<file path="src/rtl/muldiv_unit.sv">
// muldiv_unit: iterative 32-bit multiply/divide unit; define MULDIV_DIV_EN to build in the divider
module muldiv_unit (
  input  logic        clk,
  input  logic        reset,
  input  logic        in_valid,
  output logic        in_ready,
  input  logic [2:0]  funct3,
  input  logic [31:0] src_data0,
  input  logic [31:0] src_data1,
  input  logic [4:0]  dst_addr,
  output logic        out_valid,
  input  logic        out_ready,
  output logic        out_we,
  output logic [4:0]  out_dst_addr,
  output logic [31:0] out_data,
  output logic        out_illegal
);
`ifdef MULDIV_DIV_EN
  typedef enum logic [1:0] {IDLE, MUL, DIV, DONE} state_t;
`else
  typedef enum logic [1:0] {IDLE, MUL, DONE} state_t;
`endif
  state_t state;
  logic setup, neg, sa, sb;
  logic [4:0] cnt;
  logic [2:0] f;
  logic [63:0] x, acc, prod, mres;
  logic [31:0] y, ma, mb, mul_out;
  assign in_ready = state == IDLE;
  // operand signs/magnitudes and one shift-add multiply step with final sign fix
  always_comb begin
    sa = x[31] & (f == 3'd1 | f == 3'd2 | f == 3'd4 | f == 3'd6);
    sb = y[31] & (f == 3'd1 | f == 3'd4 | f == 3'd6);
    ma = sa ? -x[31:0] : x[31:0];
    mb = sb ? -y : y;
    prod = acc + (y[0] ? x : 64'd0);
    mres = neg ? -prod : prod;
    mul_out = f == 3'd0 ? mres[31:0] : mres[63:32];
  end
`ifdef MULDIV_DIV_EN
  logic neg_r, ge, ovf;
  logic [32:0] t, d;
  logic [31:0] q, r, div_out;
  // one restoring-division step on {remainder, dividend/quotient} held in acc
  always_comb begin
    ovf = (f == 3'd4 | f == 3'd6) & x[31:0] == 32'h8000_0000 & y == 32'hFFFF_FFFF;
    t = {acc[63:32], acc[31]};
    d = t - {1'b0, x[31:0]};
    ge = t >= {1'b0, x[31:0]};
    r = ge ? d[31:0] : t[31:0];
    q = {acc[30:0], ge};
    div_out = f[1] ? (neg_r ? -r : r) : (neg ? -q : q);
  end
`endif
  // control FSM with registered result outputs
  always_ff @(posedge clk) begin
    if (reset) begin
      state <= IDLE;
      setup <= 1'b0;
      cnt <= 5'd0;
      f <= 3'd0;
      x <= 64'd0;
      y <= 32'd0;
      acc <= 64'd0;
      neg <= 1'b0;
`ifdef MULDIV_DIV_EN
      neg_r <= 1'b0;
`endif
      out_valid <= 1'b0;
      out_we <= 1'b0;
      out_dst_addr <= 5'd0;
      out_data <= 32'd0;
      out_illegal <= 1'b0;
    end else begin
      case (state)
        IDLE: if (in_valid) begin
          f <= funct3;
          x <= {32'd0, src_data0};
          y <= src_data1;
          out_dst_addr <= dst_addr;
          setup <= 1'b1;
          cnt <= 5'd0;
`ifdef MULDIV_DIV_EN
          state <= funct3[2] ? DIV : MUL;
`else
          state <= MUL;
`endif
        end
        MUL: if (setup) begin
          setup <= 1'b0;
          x <= {32'd0, ma};
          y <= mb;
          acc <= 64'd0;
          neg <= sa ^ sb;
`ifndef MULDIV_DIV_EN
          if (f[2]) begin
            state <= DONE;
            out_valid <= 1'b1;
            out_data <= 32'd0;
            out_illegal <= 1'b1;
            out_we <= 1'b0;
          end
`endif
        end else begin
          cnt <= cnt + 5'd1;
          acc <= prod;
          x <= x << 1;
          y <= y >> 1;
          if (cnt == 5'd31) begin
            state <= DONE;
            out_valid <= 1'b1;
            out_data <= mul_out;
            out_illegal <= 1'b0;
            out_we <= out_dst_addr != 5'd0;
          end
        end
`ifdef MULDIV_DIV_EN
        DIV: if (setup) begin
          if (y == 32'd0 || ovf) begin
            state <= DONE;
            out_valid <= 1'b1;
            out_illegal <= 1'b0;
            out_we <= out_dst_addr != 5'd0;
            out_data <= y == 32'd0 ? (f[1] ? x[31:0] : 32'hFFFF_FFFF) : (f[1] ? 32'd0 : 32'h8000_0000);
          end else begin
            setup <= 1'b0;
            x <= {32'd0, mb};
            acc <= {32'd0, ma};
            neg <= sa ^ sb;
            neg_r <= sa;
          end
        end else begin
          cnt <= cnt + 5'd1;
          acc <= {r, q};
          if (cnt == 5'd31) begin
            state <= DONE;
            out_valid <= 1'b1;
            out_data <= div_out;
            out_illegal <= 1'b0;
            out_we <= out_dst_addr != 5'd0;
          end
        end
`endif
        DONE: if (out_ready) begin
          state <= IDLE;
          out_valid <= 1'b0;
          out_we <= 1'b0;
        end
        default: state <= IDLE;
      endcase
    end
  end
endmodule
</file>
<file path="config.mk">
export PLATFORM = sky130hd
export DESIGN_NAME = muldiv_unit
export DESIGN_NICKNAME = d
export VERILOG_FILES = /design/src/rtl/muldiv_unit.sv
export SDC_FILE = /design/constraint.sdc
export NUM_CORES = 1
export LEC_CHECK = 0
export ABC_CLOCK_PERIOD_IN_PS = 11000
export CORE_MARGIN = 2
export CORE_UTILIZATION = 62
export DETAILED_ROUTE_END_ITERATION = 6
export PLACE_DENSITY = 0.83
export RECOVER_POWER = 50
export REMOVE_ABC_BUFFERS = 1
export SLEW_MARGIN = 5
export SYNTH_ARGS = -nofsm -noshare
export SYNTH_HDL_FRONTEND = slang
export SYNTH_SLANG_ARGS = --single-unit
</file>
<file path="constraint.sdc">
create_clock -name clk -period 11 [get_ports clk]
set_input_delay 1.1 -clock clk [delete_from_list [all_inputs] [get_ports clk]]
set_output_delay 1.1 -clock clk [all_outputs]
set_load 0.01 [all_outputs]
</file>
==> out/results.ini <==
[outcome]
status = complete, but fails checks
violations = design-rule violations, max-capacitance violations, max-slew violations

[floorplanning]
die_y_um = 168
die_x_um = 168
design.core.area_mm2 = 0.0267
ios = 117
rows = 60
dieArea_mm2 = 0.0283
initial_utilization_pct = 62.5

[grt]
met1_usage_pct = 52.8
grt.overflow.total = 0
busiest_layer = met2
grt_max_degree = 88
grt_use_met2_pct = 65.2
grt_first_pass_wirelength_mm = 91.8
grtUsageMet3_pct = 4.89
track_usage_pct = 39.9
grt_antenna_before_repair = 0
grt_pass1_vias = 16900

[synth]
netlist_top_cells_area = dfxtp_1 25%, nor2_1 7.6%, a21oi_1 6.3%, ha_1 5.1%, a22oi_1 4.8%
ys_warn_count = 0
synthesis.instances = 2323
synth_top_area_share_pct = 25.4
synth_ff_type = dfxtp_1
yosysTopAreaCell = dfxtp_1
yosysSeqAreaShare_pct = 25.4
synthArstFlopShare_pct = 0
synth-seq-cells = 212
avgSynthCellArea_um2 = 7.19
synth_area_mm2 = 0.0167
synth_edf_count = 0
yosysUniqueCellTypes = 86

[sta]
fmax_mhz = 137
fin_crit_sh_pct = 66.6
finalMaxSlewViolations = 312
slew_headroom_pct = -159
period_needed_ps = 7320
tns_ps = 0
whs_ps = 451
setup_violations = 0
worst_clock_skew_ps = 18.5
rsz0062_at_grt = no
tightest_slew_ps = 3880
hold_viol_final = 0

[cts]
htree_levels = 1
clk_latency_ps = 560
cts_sinks = 212
clk_path_buf_depth = 3
numCtsBuffers = 25
cts_tree = done
cts_hold_buf = 0
cts_setup_buffers = 0
clk_pin_slew_ps = 70
cts_resized = 0
root_buffer = clkbuf_16

[worst_setup_path]
critical_path.max_fanout = 26
critPathRequiredTime_ps = 11280
crit_type = register to register
startpoint_type = register
setup.worst_path.end_class = register
arrival_ps = 7600

[drt]
routed_wl_mm = 59.1
post-route-drc-count = 1
ant_nets = 0
vias_per_cell = 7.01
vias = 18800
firstDrtPassIters = 7
wl_per_cell_um = 22.1
drtIter0Drc = 2373

[cells_and_area]
drive_gt1_share_pct = 4.92
final_util_pct = 69.7
antenna_cells = 0
fin_nets = 2463
layout_common_cells = 335 x nor2_1, 211 x a21oi_1, 210 x dfxtp_1
syn_to_final_growth_pct = 11.5
final_common_cell = nor2_1
fill_cells = 2305

[power_and_ir_drop]
power_density_mw_per_mm2 = 117
vdd_ir_drop_max_mv = 0.127
leakage_uw = 0.00706

[flow_run]
drv_cap = 6

[placed_design]
io_buffers = 116
gp_congestion = 1.02
dp_hpwl_mm = 42.6

[hold_path]
hp-class = register to register

[critical path, cell delays in order (launching register included)]
cell and delay, ps:
dfxtp_1 790, clkinv_1 620, nor2_1 260, ha_1 240, inv_1 70, fa_1 400
nor2b_1 290, o2111ai_1 270, a211oi_1 710, nor2_1 140, xnor2_1 260, or4_1 570
or4b_1 550, or4_1 610, nor2_2 240, or4b_1 480, a2111oi_0 450, nor4b_1 90
[synth_stat cells (13+ instances only)]
library cell,number
mux2i_1,21
nand2b_1,14
xor2_1,35
nor2_1,337
dfxtp_1,212
o311ai_0,13
nand3_1,32
a221oi_1,32
nand2_1,194
inv_1,33
nand4_1,43
and2_1,69
a22oi_1,106
nor4_1,21
clkbuf_1,149
a211oi_1,38
or4_1,17
ha_1,68
or2_2,21
nor3_1,84
or3_1,45
buf_1,14
o21ai_0,143
o211ai_1,52
o21bai_1,13
a31oi_1,17
a21o_1,23
a21oi_1,211
xnor2_1,50
o31ai_1,20
[metal layers]
metal  vias to the layer above  routed length (µm)  part of all wire, %
met2                      1092               26800                   45
li1                       8638                   -                    -
met3                       191                5220                  8.8
met4                         0                3190                  5.4
met1                      8844               23900                   40
met5                         -                   0                    0
[state kept, by name, summed over array words and instances (netlist names)]
signal        count
x                64
out_dst_addr      5
out_illegal       1
out_data         32
f                 3
cnt               5
y                32
acc              64
setup             1
out_valid         1
neg               1
out_we            1
state             2
[path summary, 6_finish.rpt]
check,from,endpoint,slack [ps],cells after the start
setup / recovery,y[0]$_SDFFE_PP0P_,out_data[29]$_SDFFE_PP0P_,3680,17
hold / removal,out_data[5]$_SDFFE_PP0P_,out_data[5]$_SDFFE_PP0P_,450,2
setup reg to reg,y[0]$_SDFFE_PP0P_,out_data[29]$_SDFFE_PP0P_,3680,17
hold reg to reg,out_data[5]$_SDFFE_PP0P_,out_data[5]$_SDFFE_PP0P_,450,2
[cell families (layout without fill, tap and decap cells)]
group,Yosys count,count (layout),synth area share (%)
xor gates and xnor gates,85,85,4.46
AOI/OAI and AO/OA,792,792,31.7
muxes,27,27,1.66
and+or+nand+nor,928,928,26.6
buffers and inverters,210,224,4.92
adders and majority gates,69,69,5.21
DFF,212,212,25.4
[stage by stage]
stage / cells / setup WS [ps] / total power, µW / area [µm²]
3_3_place_gp: 2632 / 4260 / 1330 / 17800
4_1_cts: 2678 / 3960 / 2160 / 18700
6_report: 2678 / 3680 / 2170 / 18600
2_1_floorplan: 2148 / 3900 / 1170 / 16000
5_1_grt: 2678 / 3190 / 2250 / 18600
3_5_place_dp: 2632 / 3980 / 1350 / 17800
[final cells by class]
class | instances | area (µm²) | area share (%)
Clock buffer | 39 | 748 | 4.02
Clock inverter | 7 | 55.1 | 0.296
Inverter | 35 | 131 | 0.705
Multi-Input combinational cell | 1901 | 11700 | 62.7
Sequential cell | 212 | 4250 | 22.8
Tap cell | 341 | 427 | 2.29
Timing Repair Buffer | 143 | 1340 | 7.21
[power by group]
group          switching [µW]  internal (µW)  total (µW)
clock                     355            469         824
combinational             325            178         503
sequential               46.0            799         845
total                     726           1450        2170
Note: power is estimated with default switching activity, not from simulation.
